<file path="config.mk">
export PLATFORM = sky130hd
export DESIGN_NAME = sram_stream_reader
export DESIGN_NICKNAME = d
export VERILOG_FILES = /design/src/rtl/sram_stream_reader.sv
export SDC_FILE = /design/constraint.sdc
export NUM_CORES = 1
export LEC_CHECK = 0
export ABC_AREA = 1
export CORE_MARGIN = 2
export CORE_UTILIZATION = 53
export DETAILED_ROUTE_END_ITERATION = 10
export GPL_ROUTABILITY_DRIVEN = 0
export HOLD_SLACK_MARGIN = 0.05
export PLACE_DENSITY = 0.79
export RECOVER_POWER = 50
export SLEW_MARGIN = 20
export SYNTH_ARGS = -nofsm -noshare
export SYNTH_HDL_FRONTEND = slang
export SYNTH_SLANG_ARGS = --single-unit
</file>
<file path="constraint.sdc">
create_clock -name clock -period 4.3 [get_ports clock]
set_clock_uncertainty 0.2 [all_clocks]
set_input_delay 0.43 -clock clock [delete_from_list [all_inputs] [get_ports clock]]
set_output_delay 0.43 -clock clock [all_outputs]
set_load 0.02 [all_outputs]
</file>
<file path="src/rtl/sram_stream_reader.sv">
// Read-side controller for the SRAM buffer: walks an address window on a
// 1-cycle synchronous read port and streams the words over ready/valid.
module sram_stream_reader #(
    parameter int unsigned ADDR_W     = 8,
    parameter int unsigned DATA_W     = 32,
    parameter int unsigned FIFO_DEPTH = 3
) (
    input  logic              clock,
    input  logic              reset_n,
    input  logic              start,
    input  logic [ADDR_W-1:0] base_addr,
    input  logic [ADDR_W-1:0] len_m1,
    input  logic              abort,
    output logic [ADDR_W-1:0] mem_addr,
    output logic              mem_en,
    input  logic [DATA_W-1:0] mem_data,
    output logic              out_valid,
    input  logic              out_ready,
    output logic [DATA_W-1:0] out_data,
    output logic              out_last,
    output logic              busy,
    output logic              done
);
    localparam int unsigned PTR_W = $clog2(FIFO_DEPTH);
    localparam int unsigned CNT_W = $clog2(FIFO_DEPTH + 1);
    localparam int unsigned SUM_W = CNT_W + 1;

    typedef enum logic [1:0] {
        IDLE  = 2'd0,
        RUN   = 2'd1,
        DRAIN = 2'd2
    } state_t;

    state_t            state_q;
    state_t            state_d;
    logic [ADDR_W-1:0] rd_ptr_q;
    logic [ADDR_W-1:0] issue_cnt_q;
    logic [ADDR_W-1:0] beat_cnt_q;
    logic              inflight_q;
    logic              done_q;

    logic [DATA_W-1:0] fifo_mem [FIFO_DEPTH];
    logic [PTR_W-1:0]  head_q;
    logic [PTR_W-1:0]  tail_q;
    logic [CNT_W-1:0]  count_q;

    logic accept_c;
    logic credit_c;
    logic push_c;
    logic pop_c;
    logic last_pop_c;

    function automatic logic [PTR_W-1:0] ptr_inc(input logic [PTR_W-1:0] p);
        return (p == PTR_W'(FIFO_DEPTH - 1)) ? '0 : p + PTR_W'(1);
    endfunction

    // Credit-based read issue: buffered words plus the word in flight never exceed the FIFO.
    always_comb begin
        accept_c   = (state_q == IDLE) && start && !abort;
        credit_c   = (SUM_W'(count_q) + SUM_W'(inflight_q)) < SUM_W'(FIFO_DEPTH);
        mem_en     = (state_q == RUN) && credit_c;
        mem_addr   = rd_ptr_q;
        out_valid  = (count_q != '0);
        out_data   = out_valid ? fifo_mem[head_q] : '0;
        out_last   = out_valid && (beat_cnt_q == '0);
        push_c     = inflight_q && !abort;
        pop_c      = out_valid && out_ready && !abort;
        last_pop_c = pop_c && (beat_cnt_q == '0);
        busy       = (state_q != IDLE);
        done       = done_q;
    end

    // State register.
    always_ff @(posedge clock or negedge reset_n) begin
        if (!reset_n) state_q <= IDLE;
        else          state_q <= state_d;
    end

    // Next-state logic; abort overrides every transition.
    always_comb begin
        state_d = state_q;
        if (abort) begin
            state_d = IDLE;
        end else begin
            unique case (state_q)
                IDLE:    if (start) state_d = RUN;
                RUN:     if (mem_en && (issue_cnt_q == '0)) state_d = DRAIN;
                DRAIN:   if (last_pop_c) state_d = IDLE;
                default: state_d = IDLE;
            endcase
        end
    end

    // Address walker, issue and beat counters, in-flight flag, completion pulse.
    always_ff @(posedge clock or negedge reset_n) begin
        if (!reset_n) begin
            rd_ptr_q    <= '0;
            issue_cnt_q <= '0;
            beat_cnt_q  <= '0;
            inflight_q  <= 1'b0;
            done_q      <= 1'b0;
        end else begin
            inflight_q <= mem_en && !abort;
            done_q     <= (state_q == DRAIN) && last_pop_c;
            if (accept_c) begin
                rd_ptr_q    <= base_addr;
                issue_cnt_q <= len_m1;
                beat_cnt_q  <= len_m1;
            end else begin
                if (mem_en) begin
                    rd_ptr_q    <= rd_ptr_q + ADDR_W'(1);
                    issue_cnt_q <= issue_cnt_q - ADDR_W'(1);
                end
                if (pop_c) beat_cnt_q <= beat_cnt_q - ADDR_W'(1);
            end
        end
    end

    // Output FIFO pointers and occupancy; abort flushes it.
    always_ff @(posedge clock or negedge reset_n) begin
        if (!reset_n) begin
            head_q  <= '0;
            tail_q  <= '0;
            count_q <= '0;
        end else if (abort) begin
            head_q  <= '0;
            tail_q  <= '0;
            count_q <= '0;
        end else begin
            if (push_c) tail_q <= ptr_inc(tail_q);
            if (pop_c)  head_q <= ptr_inc(head_q);
            if (push_c && !pop_c)      count_q <= count_q + CNT_W'(1);
            else if (!push_c && pop_c) count_q <= count_q - CNT_W'(1);
        end
    end

    // FIFO storage; contents are only visible through the valid-gated head.
    always_ff @(posedge clock) begin
        if (push_c) fifo_mem[tail_q] <= mem_data;
    end

    // A push into a full FIFO without a simultaneous pop would lose data.
    overflow_a: assert property (@(posedge clock) disable iff (!reset_n)
        !(push_c && !pop_c && (count_q == CNT_W'(FIFO_DEPTH))));

endmodule

</file>
# Word-level counts from Yosys, hierarchy flattened
# Memory sizes are Yosys's and may differ from the RTL's.
# Index checks and enable logic that the tools add are counted.
# totals
reg_bits	34
latchBits	0
mem_bits_rw	96
mem_bits_ro	0
in_bits	53
out_inout_bits	45
word_cells	76
memories	1
# op_classes
add_sub_neg	8
n_mul	0
n_div	0
order_cmp	1
eq_ne	7
shift	0
n_mux	23
n_bitwise	0
n_reduce_logical	27
# memory_table
name	words	word_bits	read_ports	rd_clocked_by_memory_dff	wr	line	text
fifo_mem	3	32	1	0	1	42	logic [DATA_W-1:0] fifo_mem [FIFO_DEPTH];
# op_table
cell	count
$mux W8	6
$mux W32	1
$mux W2	13
$logic_not A8 Y1	2
$sub A8 B1 Y8 const B	2
$logic_and A1 B1 Y1	13
$reduce_bool A2 Y1	6
$add A8 B1 Y8 const B	1
$add A2 B1 Y2 const B	3
$eq A2 B2 Y1 const B	3
$ne A3 B3 Y1 const B	2
$pmux W2 S3	1
$add A2 B1 Y3	1
$logic_not A1 Y1	3
$lt A3 B2 Y1 const B	1
$ne A3 B2 Y1 const B	1
$reduce_and A3 Y1	1
$reduce_bool A3 Y1	1
$eq A2 B1 Y1 const B	1
$logic_not A2 Y1	1
$mux W1	2
$sub A2 B1 Y2 const B	1

# Longest topological paths before layout
# depth
depth_word	7
depth_mapped	9
ltp_nobuf	9

# Least setup slack after synthesis
# No wires, ideal clock.
# synth_path
path_type	input port to flip-flop
from	input port abort
to	memory fifo_mem[2][0], enable pin
arrival_time_ns	2.905
required_ns	3.639
path_slack_ns	0.734
cell_stages	3
n_path_buf	0
path_cell_list	nor2_1 inv_1 nor3_1
# synth_between
elab_chain_cells	4
# synth_lines
item	line	text
start: declaration	13	input logic abort,
$logic_not A1 Y1	66	push_c = inflight_q && !abort;
$logic_and A1 B1 Y1	66	
$mux W1	139	if (push_c) fifo_mem[tail_q] <= mem_data;
$mux W1 (implied by the code)	139	
end: declaration	42	
# No other way between the ends.

# Worst setup path in the final report
# layout_path
from	register head_q[0]
to	output port out_data[30]
# layout_between
elab_chain_cells	2
# layout_lines
item	line	text
start: declaration	43	logic [PTR_W-1:0] head_q;
start signal: assignment	131	if (pop_c) head_q <= ptr_inc(head_q);
$mem_v2 Z3 W32	-	
$mux W32	64	out_data = out_valid ? fifo_mem[head_q] : '0;
end: declaration	19	output logic [DATA_W-1:0] out_data,
# No other way between the ends.

==> impl.org <==
** Clocking
- CTS tree :: yes
- For this design, the sink count on the clock tree is 130.
- Clock-pin slew was measured on the worst setup and hold paths at 0.06 ns.
- # Post-CTS Setup Buffers :: 0
- Buffers inserted to repair hold after CTS numbered 0.
- PostCTS Resize Cnt :: 0
- Buffers inserted during clock tree synthesis total 17.
- CTS Root Cell :: sky130_fd_sc_hd__clkbuf_8
- At the later pin of the worst-skew pair, clock insertion delay measures 0.52 ns.
- CTS built an H-tree with a depth of 4.
- The clock passes through at most 2 buffers.

** Synth
- For this run, the number of Yosys warnings is 0.
- Cell count after synthesis :: 618
- The share of the Yosys chip area taken by registers is 0.627.
- The number of nets in the synthesized netlist is 678.
- Synthesized flop and latch total :: 130
- Avg Inst Size Synth :: 9.64 µm²
- The number of different library cells used by synthesis comes to 31.
- Post-Synthesis Cell Area :: 5960 µm²

** STA
- Unrepaired setup endpoints after global routing :: false
- Setup violations remaining at the end of the flow were counted as 0.
- Number of pins with negative max-slew slack in the final report :: 68
- For this run, the top clock speed supported by timing is 245 MHz.
- For the final routed database, the setup TNS stands at 0 ns.
- In the finished design, the share of the clock period the worst path needs comes to 0.949.
- Slew headroom :: -0.328
- The number of hold-slack violations in the final timing report came to 0.
- Final critical path time including I/O delays and setup :: 4.08 ns
- The tightest hold path in the finished design has a slack of 0.328 ns.
- Actual transition at the worst max-transition pin :: 1.99 ns

** Route
- The final layout contains routed wiring with a total length of 13.6 mm.
- After detailed routing, the met2 layer carries 7.00 mm of wire.
- Post-route DRC violation count :: 0
- Highest signal layer in the routed design :: met4
- Average routed wire per standard cell :: 15.8 µm
- The detailed router placed 4732 vias in this run.
- Using the TritonRoute via totals, the vias-per-cell ratio works out to 5.47.
- Summed over all nets, wire length on met3 after detailed routing comes to 889 µm.
- The first routing iteration left 338 violations.
- Post-route ant nets :: 0
- The pre-antenna-repair detailed-routing pass consisted of 5 iterations.
- Routed length on met1 :: 5.52 mm

** Global routing
- After global routing the overflow that remains totals 0.
- Initial antenna violation count :: 1
- Entering global routing, the biggest net connects 68 pins.
- The via count of the first global-routing pass came to 4714.
- The first global-routing pass estimated 21.9 mm of wire.
- In the global route stage, overall resource usage came out at 0.238.

** Setup path
- Depth of the worst register-to-register path :: 5
- STA classifies the critical path endpoint as an output pin.
- The largest single stage delay on the critical path is 0.98 ns.
- STA classifies the critical path startpoint as a flop.
- CP cell instances :: buf_4, clkinv_1, nand3_1, nand3_1, nand2_1, inv_1, clkdlybuf4s50_1
- Class of the most critical setup path :: reg2out
- Start of the worst register-to-register path :: inflight_q$_DFF_PN0_
- Cell at the slowest stage of the critical path :: sky130_fd_sc_hd__clkinv_1
- By instance count, the cell type seen most on the critical path is sky130_fd_sc_hd__nand3_1.
- Data on the critical path arrives at its endpoint at 3.45 ns.
- The endpoint identified for the worst register-to-register timing path is fifo_mem[2][4]$_DFFE_PP_.
- Required arrival time at the worst endpoint :: 3.67 ns
- Setup slack on the worst flop-to-flop path :: 1.16 ns
- Critical-path maximum fanout :: 34

** Hold path
- Endpoint with the worst hold slack :: mem_addr[0]$_DFFE_PN0P_
- Type of the most critical hold path :: in2reg
- The worst hold path passes through 3 cells.
- The startpoint identified for the worst hold timing path is base_addr[0].

** Pwr
- Sequential Power Share :: 0.348
- Total power divided by cell area :: 625 nW/µm²
- Lkg Pwr :: 3.22 nW
- The share of total power dissipated in combinational logic is 0.362.
- Summed over all nets, the switching power comes to 0.00173 W.
- VDD sags by at most 0.000383 V.
- Total power for the finished layout comes to 0.00473 W.
- The internal power of the cells totals 0.00300 W.
- Clock share of power :: 0.290
- Of the total power, the share spent switching nets is 0.365.

** Floorplan
- Pin placement for this block handled 98 I/O pins.
- Area of the die :: 12100 µm²
- The region available for standard cell placement spans 10900 µm².
- The initialized floorplan defines 38 standard-cell rows.
- From bottom edge to top edge, the die measures 110 µm.
- The initial utilization of the core area, before any placement, comes to 0.547.
- From left edge to right edge, the die measures 110 µm.

** Final layout
- Once layout is complete, the utilization of the core stands at 0.695.
- Syn-to-layout area delta :: 27.1%
- Once layout is complete, the cells apart from fillers number 865.
- The final layout contains 771 nets.
- Layout cells sized above 1 :: 0.0594

** Status
- Violations in the final reports :: capacitance limit, slew limit
- Status :: complete, but fails checks

** Place
- Number of placed cells counting well taps :: 832
- The HPWL after detailed placement is 8.44 mm.
- # port buffers :: 97

** Job
- # Max-Cap Violations :: 2
## metal layers
metal | global-route usage | vias to the layer above
li1 | - | 2267
met4 | 0.105 | 0
met1 | 0.291 | 2235
met2 | 0.409 | 210
met5 | 0 | -
met3 | 0.0494 | 20
## metrics by stage
| stage | area, µm² | worst slack (ns) |
|---|---|---|
| 5_1_grt | 7570 | 0.0199 |
| 3_5_place_dp | 7020 | 0.805 |
| 6_report | 7570 | 0.218 |
| 4_1_cts | 7590 | 0.243 |
| 2_1_floorplan | 5960 | 0.734 |
| 3_3_place_gp | 7020 | 0.851 |
## flip-flops by register name, indices dropped and copies added (netlist names)
register     count
issue_cnt_q      8
tail_q           2
mem_addr         8
head_q           2
inflight_q       1
done             1
state_q          2
fifo_mem        96
count_q          2
beat_cnt_q       8
## how the worst max path moves through the flow
stage / endpoint / start / cells past startpoint / slack [ns]
2_1_floorplan: fifo_mem[2][0]$_DFFE_PP_ / abort / 3 / 0.73
3_3_place_gp: out_data[25] / head_q[0]$_DFFE_PN0P_ / 7 / 0.85
3_5_place_dp: out_data[21] / head_q[0]$_DFFE_PN0P_ / 7 / 0.80
4_1_cts: out_data[30] / head_q[0]$_DFFE_PN0P_ / 7 / 0.24
5_1_grt: out_data[30] / head_q[0]$_DFFE_PN0P_ / 7 / 0.02
6_report: out_data[30] / head_q[0]$_DFFE_PN0P_ / 7 / 0.22
## power groups by stage
| stage | clock network (W) | logic (W) | registers (W) |
|---|---|---|---|
| global route | 0.00144 | 0.00189 | 0.00166 |
| finish | 0.00137 | 0.00171 | 0.00165 |
| CTS | 0.00138 | 0.00172 | 0.00164 |
| global placement | 0 | 0.00167 | 0.00166 |
| floorplan | 0 | 0.00104 | 0.00168 |
| detailed placement | 0 | 0.00170 | 0.00166 |
## kinds of logic after synthesis
kind of cell               count (synthesis)  synth area share
and+or+nand+nor                          337             0.249
buffers and inverters                    105            0.0727
AOI/OAI and AO/OA                         38            0.0349
DFF                                      130             0.627
xor gates and xnor gates                   1           0.00147
adders and majority gates                  7            0.0147
## cells in the mapped netlist, drive strengths merged
library cell | number | share of area
nand2 | 145 | 0.092
nand3 | 133 | 0.11
edfxtp | 96 | 0.48
inv | 76 | 0.048
nor2 | 50 | 0.033
dfrtp | 34 | 0.14
o21ai | 20 | 0.017
buf | 18 | 0.018
clkbuf | 10 | 0.0063
a21oi | 8 | 0.0067
ha | 7 | 0.015
nand4 | 6 | 0.0074
a31oi | 4 | 0.0042
o211ai | 3 | 0.0038
o22ai | 2 | 0.0021
a211oi | 1 | 0.0013
clkinv | 1 | 0.00063
nor3 | 1 | 0.00084
nor3b | 1 | 0.0013
or2 | 1 | 0.0011
xor2 | 1 | 0.0015
## worst max-delay path: cells and delay by family (launching register included)
family,cells,cell delay (ns)
and+or+nand+nor,3,0.65
buffers and inverters,4,1.94
DFF,1,0.33
## layout by cell type (no fill, tap or decap)
cell type                           n
sky130_fd_sc_hd__xor2_1             1
sky130_fd_sc_hd__clkbuf_1           2
sky130_fd_sc_hd__clkbuf_16         16
sky130_fd_sc_hd__clkinv_1           3
sky130_fd_sc_hd__inv_2              3
sky130_fd_sc_hd__clkdlybuf4s50_1   62
sky130_fd_sc_hd__or2_2              1
sky130_fd_sc_hd__clkinv_4           3
sky130_fd_sc_hd__ha_1               7
sky130_fd_sc_hd__o21ai_0           15
sky130_fd_sc_hd__bufinv_16          2
sky130_fd_sc_hd__a31oi_1            4
sky130_fd_sc_hd__nand4_1            6
sky130_fd_sc_hd__dlygate4sd3_1     35
sky130_fd_sc_hd__nor3b_1            1
sky130_fd_sc_hd__nand3_1          132
sky130_fd_sc_hd__nor2_4             3
sky130_fd_sc_hd__clkinv_2           1
sky130_fd_sc_hd__edfxtp_1          96
sky130_fd_sc_hd__clkinvlp_4         3
sky130_fd_sc_hd__a211oi_1           1
sky130_fd_sc_hd__nor2_1            46
sky130_fd_sc_hd__clkbuf_8           1
sky130_fd_sc_hd__o211ai_1           3
sky130_fd_sc_hd__nand2_2            1
sky130_fd_sc_hd__dfrtp_1           34
sky130_fd_sc_hd__nor3_1             1
sky130_fd_sc_hd__o22ai_1            2
sky130_fd_sc_hd__nand2_1          144
sky130_fd_sc_hd__buf_4              3
sky130_fd_sc_hd__nand3_4            1
sky130_fd_sc_hd__diode_2            1
sky130_fd_sc_hd__nor2_2             1
sky130_fd_sc_hd__inv_1             73
sky130_fd_sc_hd__inv_6              4
sky130_fd_sc_hd__a21oi_1            8
sky130_fd_sc_hd__o21ai_1            5
## layout make-up
cell class                 count  area, µm²
inverter                      77        289
fill                         791       3320
antenna                        1       2.50
clock buffer                  17        414
clock inverter                15        156
multi-input combinational    383       1800
timing repair buffer         102       1000
tap                          140        175
sequential                   130       3730
Note: power is estimated with default switching activity, not from simulation.
